### config.mk
export PLATFORM = sky130hd
export DESIGN_NAME = id_ex_reg
export DESIGN_NICKNAME = d
export VERILOG_FILES = /design/src/rtl/riscv_pkg.sv /design/src/rtl/id_ex_reg_fwd_mux.sv /design/src/rtl/id_ex_reg.sv
export SDC_FILE = /design/constraint.sdc
export NUM_CORES = 1
export LEC_CHECK = 0
export ABC_CLOCK_PERIOD_IN_PS = 800
export CAP_MARGIN = 0
export CORE_MARGIN = 5
export CORE_UTILIZATION = 34
export DETAILED_ROUTE_END_ITERATION = 10
export GPL_TIMING_DRIVEN = 0
export PLACE_DENSITY = 0.76
export SLEW_MARGIN = 40
export SYNTH_ARGS = -nofsm -noshare
export SYNTH_HDL_FRONTEND = slang
export SYNTH_SLANG_ARGS = --single-unit
### constraint.sdc
create_clock -name clk -period 0.8 [get_ports clk]
set_input_delay 0.16 -clock clk [delete_from_list [all_inputs] [get_ports clk]]
set_output_delay 0.16 -clock clk [all_outputs]
set_load 0.1 [all_outputs]
### src/rtl/riscv_pkg.sv
// Shared RV32I pipeline constants: widths, bubble instruction and one-hot opcode indices.
// Also provides the x0 write-enable gate used by every stage that latches rd.
package riscv_pkg;

    localparam int XLEN = 32;
    localparam int OH_W = 7;

    localparam logic [XLEN-1:0] NOP_INS = 32'h0000_0013;

    localparam logic [OH_W-1:0] OH_NOP   = 7'd0;
    localparam logic [OH_W-1:0] OH_LUI   = 7'd1;
    localparam logic [OH_W-1:0] OH_AUIPC = 7'd2;
    localparam logic [OH_W-1:0] OH_JAL   = 7'd3;
    localparam logic [OH_W-1:0] OH_JALR  = 7'd4;
    localparam logic [OH_W-1:0] OH_BEQ   = 7'd5;
    localparam logic [OH_W-1:0] OH_BNE   = 7'd6;
    localparam logic [OH_W-1:0] OH_BLT   = 7'd7;
    localparam logic [OH_W-1:0] OH_BGE   = 7'd8;
    localparam logic [OH_W-1:0] OH_BLTU  = 7'd9;
    localparam logic [OH_W-1:0] OH_BGEU  = 7'd10;
    localparam logic [OH_W-1:0] OH_LB    = 7'd11;
    localparam logic [OH_W-1:0] OH_LH    = 7'd12;
    localparam logic [OH_W-1:0] OH_LW    = 7'd13;
    localparam logic [OH_W-1:0] OH_LBU   = 7'd14;
    localparam logic [OH_W-1:0] OH_LHU   = 7'd15;
    localparam logic [OH_W-1:0] OH_SB    = 7'd16;
    localparam logic [OH_W-1:0] OH_SH    = 7'd17;
    localparam logic [OH_W-1:0] OH_SW    = 7'd18;
    localparam logic [OH_W-1:0] OH_ADDI  = 7'd19;
    localparam logic [OH_W-1:0] OH_SLTI  = 7'd20;
    localparam logic [OH_W-1:0] OH_SLTIU = 7'd21;
    localparam logic [OH_W-1:0] OH_XORI  = 7'd22;
    localparam logic [OH_W-1:0] OH_ORI   = 7'd23;
    localparam logic [OH_W-1:0] OH_ANDI  = 7'd24;
    localparam logic [OH_W-1:0] OH_SLLI  = 7'd25;
    localparam logic [OH_W-1:0] OH_SRLI  = 7'd26;
    localparam logic [OH_W-1:0] OH_SRAI  = 7'd27;
    localparam logic [OH_W-1:0] OH_ADD   = 7'd28;
    localparam logic [OH_W-1:0] OH_SUB   = 7'd29;
    localparam logic [OH_W-1:0] OH_SLL   = 7'd30;
    localparam logic [OH_W-1:0] OH_SLT   = 7'd31;
    localparam logic [OH_W-1:0] OH_SLTU  = 7'd32;
    localparam logic [OH_W-1:0] OH_XOR   = 7'd33;
    localparam logic [OH_W-1:0] OH_SRL   = 7'd34;
    localparam logic [OH_W-1:0] OH_SRA   = 7'd35;
    localparam logic [OH_W-1:0] OH_OR    = 7'd36;
    localparam logic [OH_W-1:0] OH_AND   = 7'd37;

    // x0 is hard-wired zero, so a write to it must never be enabled.
    function automatic logic rd_wen_gate(input logic wen, input logic [4:0] addr);
        return wen && (addr != 5'd0);
    endfunction

endpackage

### src/rtl/id_ex_reg_fwd_mux.sv
// Operand forward select: replaces a reg-file operand with execute's write-back data on a match.
// Only compiled when ID_EX_FWD_EN is defined.
`ifdef ID_EX_FWD_EN
module fwd_mux
    import riscv_pkg::*;
(
    input  logic [XLEN-1:0] op_i,
    input  logic            op_is_rs_i,
    input  logic [4:0]      rs_addr_i,
    input  logic            ex_rd_wen_i,
    input  logic [4:0]      ex_rd_addr_i,
    input  logic [XLEN-1:0] ex_rd_data_i,
    output logic [XLEN-1:0] op_o
);

    logic w_hit;

    assign w_hit = op_is_rs_i && ex_rd_wen_i && (ex_rd_addr_i != 5'd0)
                   && (ex_rd_addr_i == rs_addr_i);
    assign op_o  = w_hit ? ex_rd_data_i : op_i;

endmodule
`endif

### src/rtl/id_ex_reg.sv
// Decode-to-execute pipeline register with flush (bubble) over hold (stall) over capture.
// Define ID_EX_FWD_EN to forward execute's write-back into the captured operands.
module id_ex_reg
    import riscv_pkg::*;
(
    input  logic            clk,
    input  logic            rst_n,
    input  logic [XLEN-1:0] ins_i,
    input  logic [XLEN-1:0] ins_addr_i,
    input  logic [XLEN-1:0] op1_i,
    input  logic [XLEN-1:0] op2_i,
    input  logic [4:0]      rs1_addr_i,
    input  logic [4:0]      rs2_addr_i,
    input  logic            op1_is_rs_i,
    input  logic            op2_is_rs_i,
    input  logic [4:0]      rd_addr_i,
    input  logic            rd_wen_i,
    input  logic [OH_W-1:0] oh_i,
    input  logic            hold_i,
    input  logic            flush_i,
    input  logic [4:0]      ex_rd_addr_i,
    input  logic [XLEN-1:0] ex_rd_data_i,
    input  logic            ex_rd_wen_i,
    output logic [XLEN-1:0] ins_o,
    output logic [XLEN-1:0] ins_addr_o,
    output logic [XLEN-1:0] op1_o,
    output logic [XLEN-1:0] op2_o,
    output logic [4:0]      rd_addr_o,
    output logic            rd_wen_o,
    output logic [OH_W-1:0] oh_o,
    output logic            valid_o
);

    logic [XLEN-1:0] w_op1;
    logic [XLEN-1:0] w_op2;

    logic [XLEN-1:0] r_ins;
    logic [XLEN-1:0] r_ins_addr;
    logic [XLEN-1:0] r_op1;
    logic [XLEN-1:0] r_op2;
    logic [4:0]      r_rd_addr;
    logic            r_rd_wen;
    logic [OH_W-1:0] r_oh;
    logic            r_valid;

`ifdef ID_EX_FWD_EN
    fwd_mux u_fwd_op1 (
        .op_i         (op1_i),
        .op_is_rs_i   (op1_is_rs_i),
        .rs_addr_i    (rs1_addr_i),
        .ex_rd_wen_i  (ex_rd_wen_i),
        .ex_rd_addr_i (ex_rd_addr_i),
        .ex_rd_data_i (ex_rd_data_i),
        .op_o         (w_op1)
    );

    fwd_mux u_fwd_op2 (
        .op_i         (op2_i),
        .op_is_rs_i   (op2_is_rs_i),
        .rs_addr_i    (rs2_addr_i),
        .ex_rd_wen_i  (ex_rd_wen_i),
        .ex_rd_addr_i (ex_rd_addr_i),
        .ex_rd_data_i (ex_rd_data_i),
        .op_o         (w_op2)
    );
`else
    // Forward inputs stay on the port list so decode wiring is identical in both builds.
    logic w_unused_fwd;

    assign w_unused_fwd = ^{rs1_addr_i, rs2_addr_i, op1_is_rs_i, op2_is_rs_i,
                            ex_rd_addr_i, ex_rd_data_i, ex_rd_wen_i};
    assign w_op1 = op1_i;
    assign w_op2 = op2_i;
`endif

    // Stage register bank: bubble on flush, keep on hold, otherwise capture.
    always_ff @(posedge clk or negedge rst_n) begin
        if (!rst_n) begin
            r_ins      <= NOP_INS;
            r_ins_addr <= 32'd0;
            r_op1      <= 32'd0;
            r_op2      <= 32'd0;
            r_rd_addr  <= 5'd0;
            r_rd_wen   <= 1'b0;
            r_oh       <= OH_NOP;
            r_valid    <= 1'b0;
        end else if (flush_i) begin
            r_ins      <= NOP_INS;
            r_ins_addr <= 32'd0;
            r_op1      <= 32'd0;
            r_op2      <= 32'd0;
            r_rd_addr  <= 5'd0;
            r_rd_wen   <= 1'b0;
            r_oh       <= OH_NOP;
            r_valid    <= 1'b0;
        end else if (hold_i) begin
            r_ins      <= r_ins;
            r_ins_addr <= r_ins_addr;
            r_op1      <= r_op1;
            r_op2      <= r_op2;
            r_rd_addr  <= r_rd_addr;
            r_rd_wen   <= r_rd_wen;
            r_oh       <= r_oh;
            r_valid    <= r_valid;
        end else begin
            r_ins      <= ins_i;
            r_ins_addr <= ins_addr_i;
            r_op1      <= w_op1;
            r_op2      <= w_op2;
            r_rd_addr  <= rd_addr_i;
            r_rd_wen   <= rd_wen_gate(rd_wen_i, rd_addr_i);
            r_oh       <= oh_i;
            r_valid    <= 1'b1;
        end
    end

    assign ins_o      = r_ins;
    assign ins_addr_o = r_ins_addr;
    assign op1_o      = r_op1;
    assign op2_o      = r_op2;
    assign rd_addr_o  = r_rd_addr;
    assign rd_wen_o   = r_rd_wen;
    assign oh_o       = r_oh;
    assign valid_o    = r_valid;

endmodule

After elaboration in Yosys (flattened, before gate mapping):

Cells that the tools add are included.

* register bits: 142
* input port bits: 195
* output and inout port bits: 142
* word-level logic and storage cells: 27

* equal/unequal tests: 1
* mux-type cells: 16
* reductions and logical operators: 2

Operator list (count)
* 32-bit two-way mux: 8
* 7-bit two-way mux: 2
* 5-bit two-way mux: 2
* 5-bit nonzero test: 1
* 1-bit two-way mux: 4
* 2-bit by 1-bit != test with 1-bit output (second input constant): 1
* 1-bit logical AND: 1

Depth between registers and ports, before layout:

* word-level depth: 4
* gate-level depth with buffers: 4
* mapped depth without buffers: 3

Worst setup path after synthesis:

Ideal clock, no wire load.

* kind: register -> register
* start: register ins_addr_o[0] (netlist name)
* end: register r_ins_addr[0] (netlist: ins_addr_o[0])
* library setup time: 0.074 ns
* data arrival time: 1.160 ns
* data required time: 0.726 ns
* setup slack: -0.434 ns
* cell stages (with the launch flop): 3
* buffers on the path: 0
* clock period less this slack: 1.234 ns
* path through: dfrtp_1 mux2i_1 nor2_1

RTL lines
* end signal: assignment: RTL line id_ex_reg.sv:98 `r_ins_addr <= r_ins_addr;`
* end signal: assignment: RTL line id_ex_reg.sv:107 `r_ins_addr <= ins_addr_i;`
* end: declaration: RTL line id_ex_reg.sv:38 `logic [XLEN-1:0] r_ins_addr;`

Worst setup path in the final report:

* start: register r_ins[1] (netlist: ins_o[1])
* end: output ins_o[1]

RTL lines
* start: declaration: RTL line id_ex_reg.sv:37 `logic [XLEN-1:0] r_ins;`
* start signal: assignment: RTL line id_ex_reg.sv:97 `r_ins <= r_ins;`
* start signal: assignment: RTL line id_ex_reg.sv:106 `r_ins <= ins_i;`
* end: declaration: RTL line id_ex_reg.sv:24 `output logic [XLEN-1:0] ins_o,`

No word-level cell between the ends.

==> flow_metrics.env <==
export IMPL_outcome="complete, but fails checks"
export IMPL_violations="hold timing, setup timing"
export IMPL_die_x_um=140
export IMPL_hold_slack_ns=-0.461
export IMPL_syn_nets=656
export IMPL_n_antenna_cell=0
export IMPL_p_seq_share_pct=35.8
export IMPL_max_vdd_ir_drop_mv=1.32
export IMPL_max_slew_margin_rel_pct=67.3
export IMPL_gr_total_overflow=0
export IMPL_ios=337
export IMPL_core_area_mm2=0.0166
export IMPL_track_usage_pct=20.7
export IMPL_cp_end_kind="output pin"
export IMPL_crit_arrival_ns=1.21
export IMPL_rr_endpoint="op2_o[12]"
export IMPL_clk_pin_slew_ns=0.06
export IMPL_final_cell_mix="buf_12, dfrtp_4, clkdlybuf4s50_1"
export IMPL_worstReg2RegStart="op2_o[12]"
export IMPL_gp_congestion=0.810
export IMPL_seq_area_frac_synth_pct=61.7
export IMPL_powerDensity_mw_per_mm2=1990
export IMPL_clockRootBuffer="clkbuf_16"
export IMPL_synth_seq_cells=142
export IMPL_path_buf_inv=1
export IMPL_crit_chain="buf_12"
export IMPL_regArea_mm2=0.00409
export IMPL_grt_pass1_vias=5618
export IMPL_fin_ws_ns=-0.574
export IMPL_fp_row_count=47
export IMPL_cp_max_fo=2
export IMPL_place_area_mm2=0.00877
export IMPL_ys_types=15
export IMPL_port_buffers=284
export IMPL_dieArea_mm2=0.0197
export IMPL_cts_buffers=17
export IMPL_synth_area_per_cell_um2=12.5
export IMPL_power_internal_uw=15500
export IMPL_hold_path_class="primary input to asynchronous set/reset pin"
export IMPL_grt_pass1_wl_mm=31.9
export IMPL_fin_skew_ns=0
export IMPL_fin_crit_sh_pct=172
export IMPL_dr_pass1_iters=4
export IMPL_final_area_mm2=0.0118
export IMPL_cts_tree="yes"
export IMPL_critPathLaunchType="flop"
export IMPL_cts_max_level=4
export IMPL_drc_errors=0
export IMPL_avgViaCountPerCell=4.84
export IMPL_cts_sinks=142
export IMPL_p_switching_uw=7900
export IMPL_max_stage_delay_ns=0.63
export IMPL_syn_inst=461
export IMPL_rsz0062_at_grt="true"
export IMPL_reg2reg_slack_ns=-0.26
export IMPL_hpwl_mm=13.5
export IMPL_start_util_pct=34.8
export IMPL_drtAntennaViolNets=0
export IMPL_die_y_um=140
export IMPL_crit_slowest_cell="dfstp_4"
export IMPL_cts_buffer_depth=2
export IMPL_drv_slew=0
export IMPL_multi_input_area_mm2=0.00206
export IMPL_vias=4927
export IMPL_drt_iter0_markers=133
export IMPL_pwr_share_comb_pct=30.4
export IMPL_grt_max_degree=71
export IMPL_reg2reg_depth=4
export IMPL_clock_latency_ns=0.40
export IMPL_nets=979
export IMPL_tightest_slew_ns=0.491
export IMPL_setup_tns_ns=-68.10
export IMPL_drive_gt1_share_pct=48.8
export IMPL_cts_hold_buf=2
export IMPL_p_leak_uw=0.00505
export IMPL_clkPwrFrac_pct=33.8
export IMPL_final_common_cell="buf_12"
export IMPL_netlist_area_mm2=0.00577
export IMPL_p_sw_share_pct=33.8
export IMPL_wl_mm=21.2
export IMPL_antenna_found_initial=0
export IMPL_hold_viol=77
export IMPL_max_freq_mhz=728
export IMPL_crit_family="flip-flops"
export IMPL_area_growth_syn_to_layout_pct=104
export IMPL_setup_viol=271
export IMPL_wire_per_inst_um=20.9
export IMPL_period_needed_ns=1.37
export IMPL_criticalPathCategory="flop to output pin"
export IMPL_yosys_warnings=0
export IMPL_required_ns=0.64
export IMPL_max_cap_violations=0
export IMPL_fillers=1037
## stage by stage
| stage | instances | worst slack [ns] | power (uW) | hold WS (ns) | util [%] |
|---|---|---|---|---|---|
| CTS | 1008 | -0.599 | 23300 | 0.00614 | 69.8 |
| floorplan | 461 | -0.188 | 12200 | -0.136 | - |
| global placement | 965 | -7.00 | 14100 | 0.557 | 56.8 |
| global route | 1017 | -0.606 | 24100 | -0.478 | 71.1 |
| detailed placement | 967 | -0.702 | 13800 | -0.0376 | 52.9 |
| finish | 1017 | -0.574 | 23400 | -0.461 | 71.1 |
## how the worst max path moves through the flow
stage                            start       end  slack (ns)  cells past startpoint
final                         ins_o[1]  ins_o[1]       -0.57                      1
after detailed placement  rd_addr_i[1]  rd_wen_o       -0.70                      4
after CTS                     ins_o[0]  ins_o[0]       -0.60                      1
after global routing          ins_o[1]  ins_o[1]       -0.61                      1
after floorplan               ins_o[4]  ins_o[4]       -0.19                      1
after global placement           rst_n   oh_o[1]       -7.00                      1
## cells by family after synthesis
kind of cell           share of synthesized area, %
DFF                                            61.7
AOI/OAI and AO/OA                             0.716
and+or+nand+nor                                9.55
buffers and inverters                          4.25
muxes                                          23.8
## area by class of cell
class                   instances  area share (%)
multi-input cells             286            17.5
clock buffers                  20            3.88
repair buffers                304            38.3
well taps                     220            2.34
clock inverters                12            1.16
inverters                       1          0.0319
plain buffers                  32            2.05
flip-flops and latches        142            34.7
## layer usage
layer  up-vias  routed length, um  track usage [%]
li1       2178                  -                -
met1      2454               7680             22.2
met2       246              11400             37.7
met3        49               1450             5.90
met4         0                739             9.03
met5         -                  0                0
## cell usage after synthesis
master    number  area share, %
a211o_1        3           0.46
a21oi_1        2           0.17
buf_2         10           0.87
buf_4          3           0.39
buf_6         13            2.5
clkbuf_1       6           0.39
dfrtp_1      139             60
dfstp_2        3            1.4
inv_1          1          0.065
mux2i_1      137             24
nand2_1        1          0.065
nor2_1       137            8.9
nor2b_1        4           0.43
o21ai_1        1          0.087
or4_1          1           0.13
## power by group through the flow
stage               Clock [uW]  Sequential (uW)  Combinational (uW)
floorplan                    0            11300                 916
global placement             0             8210                5850
detailed placement           0             8220                5570
CTS                       8040             8330                6920
global route              8400             8410                7330
finish                    7910             8370                7100
## sequential cells by signal (all words and copies together) (netlist names)
signal and count:
ins_addr_o 32, ins_o 32, oh_o 7, op1_o 32, op2_o 32, rd_addr_o 5
rd_wen_o 1, valid_o 1
## timing repair
item,in CTS,in global routing
setup endpoints to repair,181,418
buffers inserted,7,11
pin swaps,7,18
endpoints found under the hold margin,78,77
resized for setup,586,37
Note: power is estimated with default switching activity, not from simulation.
